$ cat config.mk
export PLATFORM = sky130hd
export DESIGN_NAME = mem_arbiter_flat
export DESIGN_NICKNAME = d
export VERILOG_FILES = /design/src/rtl/mem_arbiter_if.sv /design/src/rtl/mem_arbiter.sv /design/src/flat_wrapper.sv
export SDC_FILE = /design/constraint.sdc
export NUM_CORES = 1
export LEC_CHECK = 0
export CORE_MARGIN = 2
export CORE_UTILIZATION = 40
export DETAILED_ROUTE_END_ITERATION = 10
export GPL_TIMING_DRIVEN = 0
export HOLD_SLACK_MARGIN = 0.03
export PLACE_DENSITY = 0.76
export SLEW_MARGIN = 40
export SYNTH_ARGS = -nofsm -noshare
export SYNTH_HDL_FRONTEND = slang
export SYNTH_SLANG_ARGS = --single-unit
$ cat constraint.sdc
create_clock -name CLK -period 2.85 [get_ports CLK]
set_input_delay 0.855 -clock CLK [delete_from_list [all_inputs] [get_ports CLK]]
set_output_delay 0.855 -clock CLK [all_outputs]
set_load 0.02 [all_outputs]
$ cat src/rtl/mem_arbiter_if.sv
// Requester and memory bus bundle for mem_arbiter.
// The arbiter connects through the slave modport; the CPU/memory side uses master.
interface mem_arbiter_if #(
    parameter int N = 32
);
    // Instruction-fetch port
    logic         IReq;
    logic [N-1:0] IAddr;
    logic [N-1:0] IRData;
    logic         IReady;
    // Data (load/store) port
    logic         DReq;
    logic         DWrite;
    logic [N-1:0] DAddr;
    logic [N-1:0] DWData;
    logic [N-1:0] DRData;
    logic         DReady;
    // Memory side
    logic         MemReq;
    logic         MemWe;
    logic [N-1:0] MemAddr;
    logic [N-1:0] MemWData;
    logic [N-1:0] MemRData;
    logic         MemAck;
    // Status
    logic         StallF;
    logic         StallM;
    logic         ErrorFlag;

    modport slave (
        input  IReq, IAddr, DReq, DWrite, DAddr, DWData, MemRData, MemAck,
        output IRData, IReady, DRData, DReady,
        output MemReq, MemWe, MemAddr, MemWData,
        output StallF, StallM, ErrorFlag
    );

    modport master (
        output IReq, IAddr, DReq, DWrite, DAddr, DWData, MemRData, MemAck,
        input  IRData, IReady, DRData, DReady,
        input  MemReq, MemWe, MemAddr, MemWData,
        input  StallF, StallM, ErrorFlag
    );
endinterface

$ cat src/rtl/mem_arbiter.sv
// Two-port (instruction / data) arbiter onto a single memory bus.
// Data has priority, but after MAXD consecutive data grants with a waiting
// fetch the instruction port wins once. A per-transfer timeout aborts a
// transfer the memory never acknowledges and sets a sticky error flag.
module mem_arbiter #(
    parameter int N       = 32,
    parameter int TIMEOUT = 255,
    parameter int MAXD    = 4
) (
    input  logic           CLK,
    input  logic           Reset,
    mem_arbiter_if.slave   bus
);
    typedef enum logic [1:0] {
        IDLE  = 2'd0,
        IBUSY = 2'd1,
        DBUSY = 2'd2
    } state_t;

    localparam logic [3:0] MAXD_C   = 4'(MAXD);
    localparam logic [9:0] TMO_LAST = 10'(TIMEOUT - 1);

    state_t       state_q,     state_d;
    logic         mem_req_q,   mem_req_d;
    logic         mem_we_q,    mem_we_d;
    logic [N-1:0] mem_addr_q,  mem_addr_d;
    logic [N-1:0] mem_wdata_q, mem_wdata_d;
    logic [N-1:0] i_rdata_q,   i_rdata_d;
    logic [N-1:0] d_rdata_q,   d_rdata_d;
    logic         i_ready_q,   i_ready_d;
    logic         d_ready_q,   d_ready_d;
    logic [3:0]   streak_q,    streak_d;
    logic [9:0]   tmo_q,       tmo_d;
    logic         err_q,       err_d;

    logic         i_elig_s;
    logic         d_elig_s;
    logic         settle_s;

    // A port is not eligible in its own Ready cycle. Arbitration is also held
    // off for that whole cycle so the finishing requester can present its next
    // request and compete fairly against a waiting fetch on the following edge.
    assign i_elig_s = bus.IReq & ~i_ready_q;
    assign d_elig_s = bus.DReq & ~d_ready_q;
    assign settle_s = i_ready_q | d_ready_q;

    // Next-state, grant, completion and timeout logic
    always_comb begin
        state_d     = state_q;
        mem_req_d   = mem_req_q;
        mem_we_d    = mem_we_q;
        mem_addr_d  = mem_addr_q;
        mem_wdata_d = mem_wdata_q;
        i_rdata_d   = i_rdata_q;
        d_rdata_d   = d_rdata_q;
        i_ready_d   = 1'b0;
        d_ready_d   = 1'b0;
        streak_d    = streak_q;
        tmo_d       = tmo_q;
        err_d       = err_q;

        case (state_q)
            IDLE: begin
                if (!bus.IReq) begin
                    streak_d = 4'd0;
                end else begin
                    streak_d = streak_q;
                end

                if (settle_s) begin
                    state_d = IDLE;
                end else if (d_elig_s && !(i_elig_s && (streak_q == MAXD_C))) begin
                    state_d     = DBUSY;
                    mem_req_d   = 1'b1;
                    mem_we_d    = bus.DWrite;
                    mem_addr_d  = bus.DAddr;
                    mem_wdata_d = bus.DWData;
                    tmo_d       = 10'd0;
                    if (bus.IReq && (streak_q != MAXD_C)) begin
                        streak_d = streak_q + 4'd1;
                    end else begin
                        streak_d = bus.IReq ? streak_q : 4'd0;
                    end
                end else if (i_elig_s) begin
                    state_d     = IBUSY;
                    mem_req_d   = 1'b1;
                    mem_we_d    = 1'b0;
                    mem_addr_d  = bus.IAddr;
                    mem_wdata_d = {N{1'b0}};
                    tmo_d       = 10'd0;
                    streak_d    = 4'd0;
                end else begin
                    state_d = IDLE;
                end
            end

            IBUSY, DBUSY: begin
                if (bus.MemAck) begin
                    // Acknowledge wins even on the cycle the timeout would fire
                    state_d   = IDLE;
                    mem_req_d = 1'b0;
                    mem_we_d  = 1'b0;
                    if (state_q == IBUSY) begin
                        i_rdata_d = bus.MemRData;
                        i_ready_d = 1'b1;
                    end else begin
                        d_rdata_d = mem_we_q ? {N{1'b0}} : bus.MemRData;
                        d_ready_d = 1'b1;
                    end
                end else if (tmo_q == TMO_LAST) begin
                    // Give up: complete the owner with zero data and flag it
                    state_d   = IDLE;
                    mem_req_d = 1'b0;
                    mem_we_d  = 1'b0;
                    tmo_d     = tmo_q + 10'd1;
                    err_d     = 1'b1;
                    if (state_q == IBUSY) begin
                        i_rdata_d = {N{1'b0}};
                        i_ready_d = 1'b1;
                    end else begin
                        d_rdata_d = {N{1'b0}};
                        d_ready_d = 1'b1;
                    end
                end else begin
                    tmo_d = tmo_q + 10'd1;
                end
            end

            default: begin
                state_d   = IDLE;
                mem_req_d = 1'b0;
                mem_we_d  = 1'b0;
            end
        endcase
    end

    // State and output registers with asynchronous active-low reset
    always_ff @(posedge CLK or negedge Reset) begin
        if (!Reset) begin
            state_q     <= IDLE;
            mem_req_q   <= 1'b0;
            mem_we_q    <= 1'b0;
            mem_addr_q  <= {N{1'b0}};
            mem_wdata_q <= {N{1'b0}};
            i_rdata_q   <= {N{1'b0}};
            d_rdata_q   <= {N{1'b0}};
            i_ready_q   <= 1'b0;
            d_ready_q   <= 1'b0;
            streak_q    <= 4'd0;
            tmo_q       <= 10'd0;
            err_q       <= 1'b0;
        end else begin
            state_q     <= state_d;
            mem_req_q   <= mem_req_d;
            mem_we_q    <= mem_we_d;
            mem_addr_q  <= mem_addr_d;
            mem_wdata_q <= mem_wdata_d;
            i_rdata_q   <= i_rdata_d;
            d_rdata_q   <= d_rdata_d;
            i_ready_q   <= i_ready_d;
            d_ready_q   <= d_ready_d;
            streak_q    <= streak_d;
            tmo_q       <= tmo_d;
            err_q       <= err_d;
        end
    end

    assign bus.MemReq    = mem_req_q;
    assign bus.MemWe     = mem_we_q;
    assign bus.MemAddr   = mem_addr_q;
    assign bus.MemWData  = mem_wdata_q;
    assign bus.IRData    = i_rdata_q;
    assign bus.DRData    = d_rdata_q;
    assign bus.IReady    = i_ready_q;
    assign bus.DReady    = d_ready_q;
    assign bus.ErrorFlag = err_q;
    assign bus.StallF    = bus.IReq & ~i_ready_q;
    assign bus.StallM    = bus.DReq & ~d_ready_q;
endmodule

$ cat src/flat_wrapper.sv
// flat-port wrapper written by rule: the top's interface ports become plain ports
module mem_arbiter_flat 
#(
    parameter int N       = 32,
    parameter int TIMEOUT = 255,
    parameter int MAXD    = 4
)
  (CLK, Reset, bus_IReq, bus_IAddr, bus_DReq, bus_DWrite, bus_DAddr, bus_DWData, bus_MemRData, bus_MemAck, bus_IRData, bus_IReady, bus_DRData, bus_DReady, bus_MemReq, bus_MemWe, bus_MemAddr, bus_MemWData, bus_StallF, bus_StallM, bus_ErrorFlag);
  mem_arbiter_if #(.N(N)) bus_i ();
  input  logic CLK;
  input  logic Reset;
  input wire logic [$bits(bus_i.IReq)-1:0] bus_IReq;
  input wire logic [$bits(bus_i.IAddr)-1:0] bus_IAddr;
  input wire logic [$bits(bus_i.DReq)-1:0] bus_DReq;
  input wire logic [$bits(bus_i.DWrite)-1:0] bus_DWrite;
  input wire logic [$bits(bus_i.DAddr)-1:0] bus_DAddr;
  input wire logic [$bits(bus_i.DWData)-1:0] bus_DWData;
  input wire logic [$bits(bus_i.MemRData)-1:0] bus_MemRData;
  input wire logic [$bits(bus_i.MemAck)-1:0] bus_MemAck;
  output wire logic [$bits(bus_i.IRData)-1:0] bus_IRData;
  output wire logic [$bits(bus_i.IReady)-1:0] bus_IReady;
  output wire logic [$bits(bus_i.DRData)-1:0] bus_DRData;
  output wire logic [$bits(bus_i.DReady)-1:0] bus_DReady;
  output wire logic [$bits(bus_i.MemReq)-1:0] bus_MemReq;
  output wire logic [$bits(bus_i.MemWe)-1:0] bus_MemWe;
  output wire logic [$bits(bus_i.MemAddr)-1:0] bus_MemAddr;
  output wire logic [$bits(bus_i.MemWData)-1:0] bus_MemWData;
  output wire logic [$bits(bus_i.StallF)-1:0] bus_StallF;
  output wire logic [$bits(bus_i.StallM)-1:0] bus_StallM;
  output wire logic [$bits(bus_i.ErrorFlag)-1:0] bus_ErrorFlag;
  assign bus_i.IReq = bus_IReq;
  assign bus_i.IAddr = bus_IAddr;
  assign bus_i.DReq = bus_DReq;
  assign bus_i.DWrite = bus_DWrite;
  assign bus_i.DAddr = bus_DAddr;
  assign bus_i.DWData = bus_DWData;
  assign bus_i.MemRData = bus_MemRData;
  assign bus_i.MemAck = bus_MemAck;
  assign bus_IRData = bus_i.IRData;
  assign bus_IReady = bus_i.IReady;
  assign bus_DRData = bus_i.DRData;
  assign bus_DReady = bus_i.DReady;
  assign bus_MemReq = bus_i.MemReq;
  assign bus_MemWe = bus_i.MemWe;
  assign bus_MemAddr = bus_i.MemAddr;
  assign bus_MemWData = bus_i.MemWData;
  assign bus_StallF = bus_i.StallF;
  assign bus_StallM = bus_i.StallM;
  assign bus_ErrorFlag = bus_i.ErrorFlag;
  mem_arbiter #(.N(N), .TIMEOUT(TIMEOUT), .MAXD(MAXD)) u_core (.CLK(CLK), .Reset(Reset), .bus(bus_i));
endmodule
==> key figures, run 1 <==
Clock tree
  – Clock slew at reported path FFs: 0.06 ns
  – Hold-fix buffers, CTS: 0
  – Library cell used as clock root buffer: sky130_fd_sc_hd__clkbuf_16
  – Number of buffers between clock root and the deepest sink: 2
  – Cts bufs inserted: 17
  – TritonCTS clock tree: built
  – Insertion delay of the later-clocked pin in the worst-skew pair: 0.41 ns
  – Depth of the CTS H-tree: 4
  – # clock sinks: 149

Detailed routing
  – Via total after detailed routing: 5095
  – First-pass DRT Iterations: 6
  – Final routed wirelength across all metal layers: 18300 um
  – Iter 0 DRT Violations: 210
  – DRC violations left: 0
  – Routed length per placed instance: 19.1 um
  – Routed via count divided by cell count: 5.32
  – Post-route ant nets: 0

STA
  – Tightest slew margin relative to the limit: 0.628
  – Min Clock Period, post-route: 2.71 ns
  – Number of hold-slack violations in the final timing report: 0
  – Setup repair after global routing missed its margin: no
  – Setup slack after layout: 0.144 ns
  – Clock Skews: 0.00909 ns
  – Fmax achieved: 0.370 GHz
  – Setup violators final: 0
  – Count of final max-slew check failures: 0
  – Slew at the pin closest to its max-slew limit: 0.556 ns
  – Final cycle utilization of the critical path: 0.949

Die
  – Die Footprint: 16100 um^2
  – Die height: 127 um
  – Number of top-level pins: 269
  – Starting density of the core: 0.411
  – Horizontal die dimension: 127 um
  – Core Region: 14600 um^2
  – Row count: 44

Global routing
  – Met2 Track Usage GR: 0.388
  – Grt met1 use: 0.276
  – Largest net degree at the start of global routing: 77
  – Initial antenna violation count: 0
  – Most utilized layer in the global route result: met2
  – Met3 usage in global routing: 0.0713
  – Via count of the first global-routing pass: 5551
  – Leftover overflow at the end of global routing: 0
  – Wire length of the first global-routing pass: 29100 um
  – Global Route Usage Sum: 0.230

Yosys
  – Synth Cell Area: 6020 um^2
  – Post-synth EDFFs: 0
  – Fraction of the yosys area taken by sequential cells: 0.619
  – Cell types with the largest area share after synthesis: sky130_fd_sc_hd__dfrtp_1 62%, sky130_fd_sc_hd__a22o_1 14%, sky130_fd_sc_hd__mux2i_1 5.3%
  – Synth Instances: 474
  – Number of flip-flops and latches in the synthesized netlist: 149
  – Total nets after synthesis: 614
  – Yosys Warn Count: 0
  – Avg Synthesized Cell Area: 12.7 um^2
  – Area share of the leading cell type in the synthesized netlist: 0.619
  – Predominant post-synthesis flop cell: sky130_fd_sc_hd__dfrtp_1
  – Post-synthesis async set-or-reset flop share: 1.00
  – Largest area contributor in the netlist: sky130_fd_sc_hd__dfrtp_1
  – Synth cell types: 43

Layout
  – Final instance area: 9570 um^2
  – Number of cells in the finished layout apart from fillers: 958
  – P&R area growth vs syn: 59.0%
  – Number of fillers in the final layout: 1111
  – Proportion of layout cells with a drive suffix above 1: 0.0840
  – Number of nets in the layout: 903
  – Ant diodes: 0

Setup path
  – Category of the worst setup path launch point: input port
  – Worst path required time: 2.00 ns
  – Critical path arrival: 1.85 ns
  – Worst Setup Path Type: in2out
  – Critical Path Sink Type: output pin
  – Critical-path maximum fanout: 5
  – Count of cells along the worst register-to-register path: 7

Power and ir drop
  – Fraction of power consumed by combinational cells: 0.474
  – Switching power total: 4.13 mW
  – Total power of the final layout: 11.0 mW
  – Maximum vdd ir drop: 0.607 mV
  – Leakage power: 4.24 nW
  – Fraction of power consumed by the clock network: 0.201
  – Part of the total power dissipated in sequential elements: 0.325
  – Sw Share: 0.375
  – Cell-internal power: 6.88 mW
  – Power density relative to cell area: 1150 nW/um^2

Place
  – Gpl congestion: 0.840
  – Number of buffer cells added on primary ports: 268
  – Post-DP HPWL: 13700 um
  – Inst Count DP: 928
  – Post-DP Area: 9000 um^2
  – Placement-stage worst setup slack: -0.348 ns

Run
  – Number of max-cap violations: 0

Status
  – Run status: finished, final reports clean

Min path
  – Worst Hold Class: in2async
[layout by cell type, fill, tap and decap left out, drive strengths merged, types with 2 or more instances in the layout]
master	n
nand2b	2
or4	7
clkdlybuf4s50	265
a22o	98
o31ai	7
buf	20
o2bb2ai	3
inv	12
clkinvlp	2
and3	2
bufinv	3
o21ai	41
and2b	2
mux2	2
clkbuf	33
clkinv	7
nor2	6
nand3b	3
nand2	38
a21oi	9
o211ai	2
dfrtp	149
ha	6
a211oi	3
nand3	5
mux2i	32
[power groups by stage]
stage / registers (mW) / logic (mW) / clock network, mW
2_1_floorplan: 4.54 / 1.69 / 0
6_report: 3.57 / 5.21 / 2.22
4_1_cts: 3.57 / 5.27 / 2.27
3_3_place_gp: 3.55 / 5.13 / 0
3_5_place_dp: 3.57 / 5.25 / 0
5_1_grt: 3.68 / 5.58 / 2.37
[final timing paths]
check | from | to | slack, ns
worst max-delay path | bus_IReq | bus_StallF | 0.14
worst min-delay path | Reset | u_core.bus.MemAddr[7]$_DFFE_PN0P_ | 0.27
worst max register to register | u_core.state_q[0]$_DFFE_PN0P_ | u_core.tmo_q[4]$_DFFE_PN0P_ | 0.70
worst min register to register | u_core.bus.ErrorFlag$_DFFE_PN0P_ | u_core.bus.ErrorFlag$_DFFE_PN0P_ | 0.48
max in group asynchronous | Reset | u_core.bus.IRData[15]$_DFFE_PN0P_ | 1.69
min in group CLK | u_core.bus.ErrorFlag$_DFFE_PN0P_ | u_core.bus.ErrorFlag$_DFFE_PN0P_ | 0.48
[state kept, by name (all words and copies together), names as in the netlist]
signal,cells
u_core.bus.DRData,32
u_core.bus.IRData,32
u_core.bus.MemAddr,32
u_core.bus.MemWData,32
u_core.tmo_q,10
u_core.streak_q,4
u_core.state_q,2
u_core.bus.DReady,1
u_core.bus.ErrorFlag,1
u_core.bus.IReady,1
u_core.bus.MemReq,1
u_core.bus.MemWe,1
[timing repair]
action / 4_1_cts / 5_1_grt
endpoints found under the setup margin: 2 / 2
resized for setup: 4 / 3
setup buffers: 0 / 0
[per-layer routing]
layer / vias to the layer above / part of all wire
met5: - / 0
met3: 31 / 0.085
met2: 242 / 0.48
met1: 2470 / 0.41
li1: 2352 / -
met4: 0 / 0.025
[synth_stat cells, types with 3 or more instances]
cell type	number
sky130_fd_sc_hd__a21oi_1	9
sky130_fd_sc_hd__a22o_1	98
sky130_fd_sc_hd__buf_2	14
sky130_fd_sc_hd__buf_4	3
sky130_fd_sc_hd__clkbuf_1	14
sky130_fd_sc_hd__dfrtp_1	149
sky130_fd_sc_hd__ha_1	6
sky130_fd_sc_hd__inv_1	11
sky130_fd_sc_hd__mux2i_1	32
sky130_fd_sc_hd__nand2_1	38
sky130_fd_sc_hd__nand3_1	5
sky130_fd_sc_hd__nand3b_1	3
sky130_fd_sc_hd__nor2_1	6
sky130_fd_sc_hd__o21ai_0	31
sky130_fd_sc_hd__o21ai_1	8
sky130_fd_sc_hd__o2bb2ai_1	3
sky130_fd_sc_hd__o31ai_1	7
sky130_fd_sc_hd__or4_1	7
[worst max-delay path, cell delays in order]
cell,delay (ns)
sky130_fd_sc_hd__clkdlybuf4s50_1,0.56
sky130_fd_sc_hd__nand2b_1,0.14
sky130_fd_sc_hd__inv_1,0.12
sky130_fd_sc_hd__clkbuf_2,0.18
[stage by stage]
| step | setup TNS (ns) | hold slack (ns) | utilization |
|---|---|---|---|
| floorplan | 0 | 0.479 | - |
| CTS | 0 | 0.252 | 0.654 |
| finish | 0 | 0.267 | 0.654 |
| global placement | -698.37 | 0.446 | 0.610 |
| detailed placement | -2.69 | 0.477 | 0.614 |
| global route | 0 | 0.258 | 0.654 |
[area by class of cell]
cell class,instances,area (um^2),share of cell area
repair buffers,270,2730,0.285
multi-input cells,283,2110,0.220
inverters,11,41.3,0.00431
plain buffers,31,145,0.0152
well taps,184,230,0.0240
clock buffers,17,425,0.0444
flip-flops and latches,149,3730,0.389
clock inverters,13,160,0.0167
[kinds of logic after synthesis]
| family | after synthesis | synth area share |
|---|---|---|
| compound gates | 168 | 0.216 |
| xor+xnor | 1 | 0.00145 |
| fa+ha+maj | 6 | 0.0125 |
| buf+inv | 42 | 0.0310 |
| flops | 149 | 0.619 |
| mux | 34 | 0.0569 |
| simple gates | 74 | 0.0632 |
(Power assumes the default switching activity.)
==> run 2: changes to the inputs <==
Settings changed: CORE_ASPECT_RATIO set to 0.6, CORE_MARGIN 2 to not set.
==> run 2 against run 1 <==
  * Wire length decreased by 4.5%
  * Fmax decreased by 1.9%
  * Combinational power about the same
  * Die area decreased by 3.0%
  * Cell count increased by 1.7%
  * Critical path depth decreased by 1
  * Total power increased by 0.13%
  * Core utilization increased by 0.46 points
  * Via count decreased by 0.88%
==> key figures, run 2 (synthesized netlist as in run 1, its figures left out) <==
Status
  – Run status: finished, final reports clean

Place
  – Post-DP HPWL: 13000 um
  – Post-DP Area: 9010 um^2
  – Gpl congestion: 0.840
  – Number of buffer cells added on primary ports: 268

Layout
  – Ant diodes: 0
  – P&R area growth vs syn: 59.5%
  – Number of nets in the layout: 903
  – Most common cell after layout, fill and taps aside: sky130_fd_sc_hd__clkdlybuf4s50_1
  – Final instance area: 9610 um^2
  – Top library cells by usage in the layout, fill and taps aside: 265 x sky130_fd_sc_hd__clkdlybuf4s50_1, 149 x sky130_fd_sc_hd__dfrtp_1, 98 x sky130_fd_sc_hd__a22o_1, 38 x sky130_fd_sc_hd__nand2_1, 32 x sky130_fd_sc_hd__mux2i_1
  – Number of fillers in the final layout: 1074
  – Proportion of layout cells with a drive suffix above 1: 0.0863

Power and ir drop
  – Switching power total: 4.24 mW
  – Power density relative to cell area: 1150 nW/um^2
  – Sw Share: 0.385
  – Total power of the final layout: 11.0 mW
  – Fraction of power consumed by the clock network: 0.203
  – Cell-internal power: 6.78 mW
  – Leakage power: 4.24 nW
  – Fraction of power consumed by combinational cells: 0.473
  – Part of the total power dissipated in sequential elements: 0.324
  – Maximum vdd ir drop: 0.604 mV

Detailed routing
  – Routed via count divided by cell count: 5.18
  – DRC violations left: 0
  – Final routed wirelength across all metal layers: 17500 um
  – Via total after detailed routing: 5050
  – Post-route ant nets: 0
  – First-pass DRT Iterations: 5
  – Routed length per placed instance: 18.0 um
  – Iter 0 DRT Violations: 249

STA
  – Tightest slew margin relative to the limit: 0.607
  – Final cycle utilization of the critical path: 0.968
  – Fmax achieved: 0.362 GHz
  – Setup violators final: 0
  – Clock Skews: 0.0214 ns
  – Hold slack final: 0.251 ns
  – Slew at the pin closest to its max-slew limit: 0.589 ns
  – Min Clock Period, post-route: 2.76 ns
  – Number of hold-slack violations in the final timing report: 0
  – Final sum of negative setup slack: 0 ns
  – Count of final max-slew check failures: 0
  – Setup repair after global routing missed its margin: no

Die
  – Horizontal die dimension: 160 um
  – Die height: 97.1 um
  – Core Region: 14600 um^2
  – Starting density of the core: 0.413
  – Row count: 34
  – Die Footprint: 15600 um^2
  – Number of top-level pins: 269

Global routing
  – Wire length of the first global-routing pass: 27800 um
  – Leftover overflow at the end of global routing: 0
  – Initial antenna violation count: 0
  – Largest net degree at the start of global routing: 68
  – Global Route Usage Sum: 0.227
  – Via count of the first global-routing pass: 5351

Run
  – Number of max-cap violations: 0

Setup path
  – Critical Path Sink Type: output pin
  – Minimum setup slack among reg-to-reg paths: 0.70 ns
  – Category of the worst setup path launch point: input port
  – Critical path arrival: 1.90 ns
  – Critical-path maximum fanout: 4
  – Worst path required time: 2.00 ns
  – Worst Setup Path Type: in2out
  – Critical path startpoint: bus_DReq
  – Launching point of the worst reg2reg path: u_core.state_q[0]$_DFFE_PN0P_

Clock tree
  – Clock slew at reported path FFs: 0.07 ns
  – Depth of the CTS H-tree: 4
  – # clock sinks: 149
  – Library cell used as clock root buffer: sky130_fd_sc_hd__clkbuf_16
  – Cts bufs inserted: 17
  – TritonCTS clock tree: built
  – # Post-CTS Setup Buffers: 0
  – Number of buffers between clock root and the deepest sink: 2
  – Insertion delay of the later-clocked pin in the worst-skew pair: 0.42 ns

Min path
  – Worst Hold Class: in2async
[run 2: cell count changes in the layout (fill, tap and decap cells not counted), sizes merged]
cell and delta:
inv +8, clkinv -4, bufinv -2, clkdlybuf4s15 +1, clkinvlp -1
[run 2: cell type report]
type                            instances  area, um^2  area share
Sequential cell                       149        3730       0.388
Timing Repair Buffer                  270        2740       0.285
Multi-Input combinational cell        283        2110       0.220
Clock buffer                           18         439      0.0457
Tap cell                              198         248      0.0258
Clock inverter                         14         155      0.0162
Buffer                                 31         145      0.0151
Inverter                               11        41.3     0.00430
[run 2: critical path, cell delays in order]
cell	delay, ns
sky130_fd_sc_hd__clkdlybuf4s50_1	0.52
sky130_fd_sc_hd__nor2b_2	0.23
sky130_fd_sc_hd__clkdlybuf4s15_2	0.30
[run 2: final timing paths]
path                       depth (start not counted)                                 end
hold reg to reg                                    2   u_core.bus.MemAddr[7]$_DFFE_PN0P_
hold / removal                                     1  u_core.bus.MemAddr[18]$_DFFE_PN0P_
setup / recovery                                   3                          bus_StallM
setup reg to reg                                   6   u_core.bus.DRData[27]$_DFFE_PN0P_
min in group CLK                                   2   u_core.bus.MemAddr[7]$_DFFE_PN0P_
max in group asynchronous                          3   u_core.bus.IRData[18]$_DFFE_PN0P_
[run 2: power by group through the flow]
stage / combinational, mW / sequential, mW / clock, mW
after floorplan: 1.69 / 4.54 / 0
after global placement: 5.11 / 3.55 / 0
after detailed placement: 5.24 / 3.56 / 0
after CTS: 5.26 / 3.57 / 2.27
after global routing: 5.55 / 3.68 / 2.39
final: 5.21 / 3.57 / 2.24
[run 2: what timing repair did]
| item | in CTS | in global routing |
|---|---|---|
| endpoints found under the setup margin | 2 | 2 |
| gates resized for setup | 5 | 2 |
| hold buffers | 0 | 0 |
[run 2: per-stage QoR]
step,utilization,worst slack (ns),std cells
after floorplan,-,0.725,474
after global routing,0.658,0.0219,974
after global placement,0.614,-4.72,940
after detailed placement,0.618,-0.309,942
after CTS,0.659,0.0104,974
final,0.658,0.0913,974
[run 2: metal layers]
metal,routed length (um),vias up,global-route usage
met5,0,-,0
met3,1150,18,0.0593
met4,253,0,0.0740
met1,7930,2501,0.307
met2,8160,182,0.356
li1,-,2349,-
==> run 3: changes to the inputs <==
Settings changed: SKIP_CTS_REPAIR_TIMING set to 1.
==> run 3 against run 2 <==
  * Combinational power hardly changed
  * Sequential power barely moved
  * Critical path depth unchanged
  * Setup slack got worse by 0.021 ns
  * Via count fell by 0.34%
  * Total power about the same
  * Clock power hardly changed
  * First-iteration DRC count increased by 1.2%
  * Sequential share of layout area is essentially flat
  * Sequential cell count is the same
  * Critical path type unchanged
  * Highest routed layer unchanged
==> key figures, run 3 (synthesized netlist as in run 1, its figures left out) <==
Clock tree
  – # clock sinks: 149
  – Number of buffers between clock root and the deepest sink: 2
  – Library cell used as clock root buffer: sky130_fd_sc_hd__clkbuf_16
  – Clock slew at reported path FFs: 0.07 ns
  – Insertion delay of the later-clocked pin in the worst-skew pair: 0.42 ns
  – TritonCTS clock tree: built
  – Depth of the CTS H-tree: 4
  – Cts bufs inserted: 17

Setup path
  – Launching point of the worst reg2reg path: u_core.state_q[0]$_DFFE_PN0P_
  – Category of the worst setup path launch point: input port
  – Critical-path maximum fanout: 4
  – Critical path arrival: 1.93 ns
  – Critical path's top delay family: buffers and inverters
  – Stage delay of the slowest cell on the critical path: 0.52 ns
  – Worst path cell trace: clkdlybuf4s50_1 > nor2b_1 > dlymetal6s2s_1
  – Crit path buffers/inverters: 2
  – Critical Path Sink Type: output pin
  – Critical path startpoint: bus_DReq
  – Worst path required time: 2.00 ns
  – Critical path's slowest cell: sky130_fd_sc_hd__clkdlybuf4s50_1
  – Worst Setup Path Type: in2out

STA
  – Final sum of negative setup slack: 0 ns
  – Number of hold-slack violations in the final timing report: 0
  – Count of final max-slew check failures: 0
  – Setup slack after layout: 0.0698 ns
  – Setup repair after global routing missed its margin: no
  – Slew at the pin closest to its max-slew limit: 0.592 ns
  – Setup violators final: 0
  – Fmax achieved: 0.360 GHz
  – Min Clock Period, post-route: 2.78 ns
  – Final cycle utilization of the critical path: 0.975
  – Hold slack final: 0.251 ns
  – Tightest slew margin relative to the limit: 0.605
  – Clock Skews: 0.0221 ns

Detailed routing
  – Routed via count divided by cell count: 5.17
  – DRC violations left: 0
  – First-pass DRT Iterations: 4
  – Post-route ant nets: 0
  – Final routed wirelength across all metal layers: 17400 um
  – Via total after detailed routing: 5033
  – Routed length per placed instance: 17.9 um
  – Iter 0 DRT Violations: 252

Min path
  – Worst Hold Class: in2async

Die
  – Horizontal die dimension: 160 um
  – Core Region: 14600 um^2
  – Starting density of the core: 0.413
  – Die height: 97.1 um
  – Row count: 34
  – Number of top-level pins: 269
  – Die Footprint: 15600 um^2

Layout
  – Number of fillers in the final layout: 1068
  – Top library cells by usage in the layout, fill and taps aside: 265 x sky130_fd_sc_hd__clkdlybuf4s50_1, 149 x sky130_fd_sc_hd__dfrtp_1, 98 x sky130_fd_sc_hd__a22o_1, 38 x sky130_fd_sc_hd__nand2_1, 32 x sky130_fd_sc_hd__mux2i_1
  – Number of cells in the finished layout apart from fillers: 974
  – Ant diodes: 0
  – P&R area growth vs syn: 59.6%
  – Proportion of layout cells with a drive suffix above 1: 0.0825
  – Final instance area: 9610 um^2
  – Area used by multi-input combinational logic: 2110 um^2
  – Number of nets in the layout: 903
  – Most common cell after layout, fill and taps aside: sky130_fd_sc_hd__clkdlybuf4s50_1
  – Fraction of the core area covered by cells at the end of the flow: 0.659
  – Reg area: 3730 um^2

Power and ir drop
  – Total power of the final layout: 11.0 mW
  – Maximum vdd ir drop: 0.604 mV
  – Leakage power: 4.26 nW
  – Power density relative to cell area: 1150 nW/um^2

Place
  – Gpl congestion: 0.840
  – Placement-stage worst setup slack: -0.309 ns
  – Inst Count DP: 942
  – Post-DP Area: 9010 um^2
  – Post-DP HPWL: 13000 um
  – Number of buffer cells added on primary ports: 268

Run
  – Number of max-cap violations: 0

Global routing
  – Leftover overflow at the end of global routing: 0
  – Initial antenna violation count: 0
  – Wire length of the first global-routing pass: 27800 um
  – Via count of the first global-routing pass: 5351
  – Largest net degree at the start of global routing: 68
  – Global Route Usage Sum: 0.227

Status
  – Run status: finished, final reports clean
[run 3: cell count changes in the layout (fill, tap and decap cells not counted)]
cell / before / now
sky130_fd_sc_hd__dlymetal6s2s_1: 0 / 2
sky130_fd_sc_hd__clkdlybuf4s15_2: 1 / 0
sky130_fd_sc_hd__nor2b_1: 0 / 1
sky130_fd_sc_hd__nor2b_2: 1 / 0
sky130_fd_sc_hd__clkbuf_2: 1 / 0
[run 3: worst reg2reg max path: cells and delay by family, from the launching register on]
kind / cells / cell delay, ns
AOI/OAI and AO/OA: 1 / 0.21
adders and majority gates: 1 / 0.39
buffers and inverters: 3 / 0.63
DFF: 1 / 0.36
and+or+nand+nor: 1 / 0.50
[run 3: layout make-up]
type                    count  area share
plain buffers              31      0.0151
clock buffers              18      0.0457
clock inverters            14      0.0161
inverters                  11     0.00430
multi-input cells         283       0.219
flip-flops and latches    149       0.388
well taps                 198      0.0258
repair buffers            270       0.286
[run 3: report_power, final]
part           total (mW)  internal, mW  leakage, nW  switching [mW]
logic                5.21          2.50         2.06            2.71
registers            3.57          3.01         1.91           0.560
clock network        2.24          1.27        0.290           0.969
[run 3: layer usage]
metal,wire [um],global-route usage,part of all wire,up-vias
met3,1140,0.0589,0.065,18
li1,-,-,-,2346
met4,242,0.0740,0.014,0
met1,7920,0.307,0.45,2484
met2,8150,0.356,0.47,185
met5,0,0,0,-
[run 3: worst paths after layout]
| path | slack, ns | end | cells past startpoint |
|---|---|---|---|
| max in group asynchronous | 1.71 | u_core.bus.IRData[18]$_DFFE_PN0P_ | 3 |
| min in group CLK | 0.48 | u_core.bus.MemAddr[7]$_DFFE_PN0P_ | 2 |
| max | 0.07 | bus_StallM | 3 |
| max reg2reg | 0.70 | u_core.bus.DRData[27]$_DFFE_PN0P_ | 6 |
| min reg2reg | 0.48 | u_core.bus.MemAddr[7]$_DFFE_PN0P_ | 2 |
| min | 0.25 | u_core.bus.MemAddr[18]$_DFFE_PN0P_ | 1 |
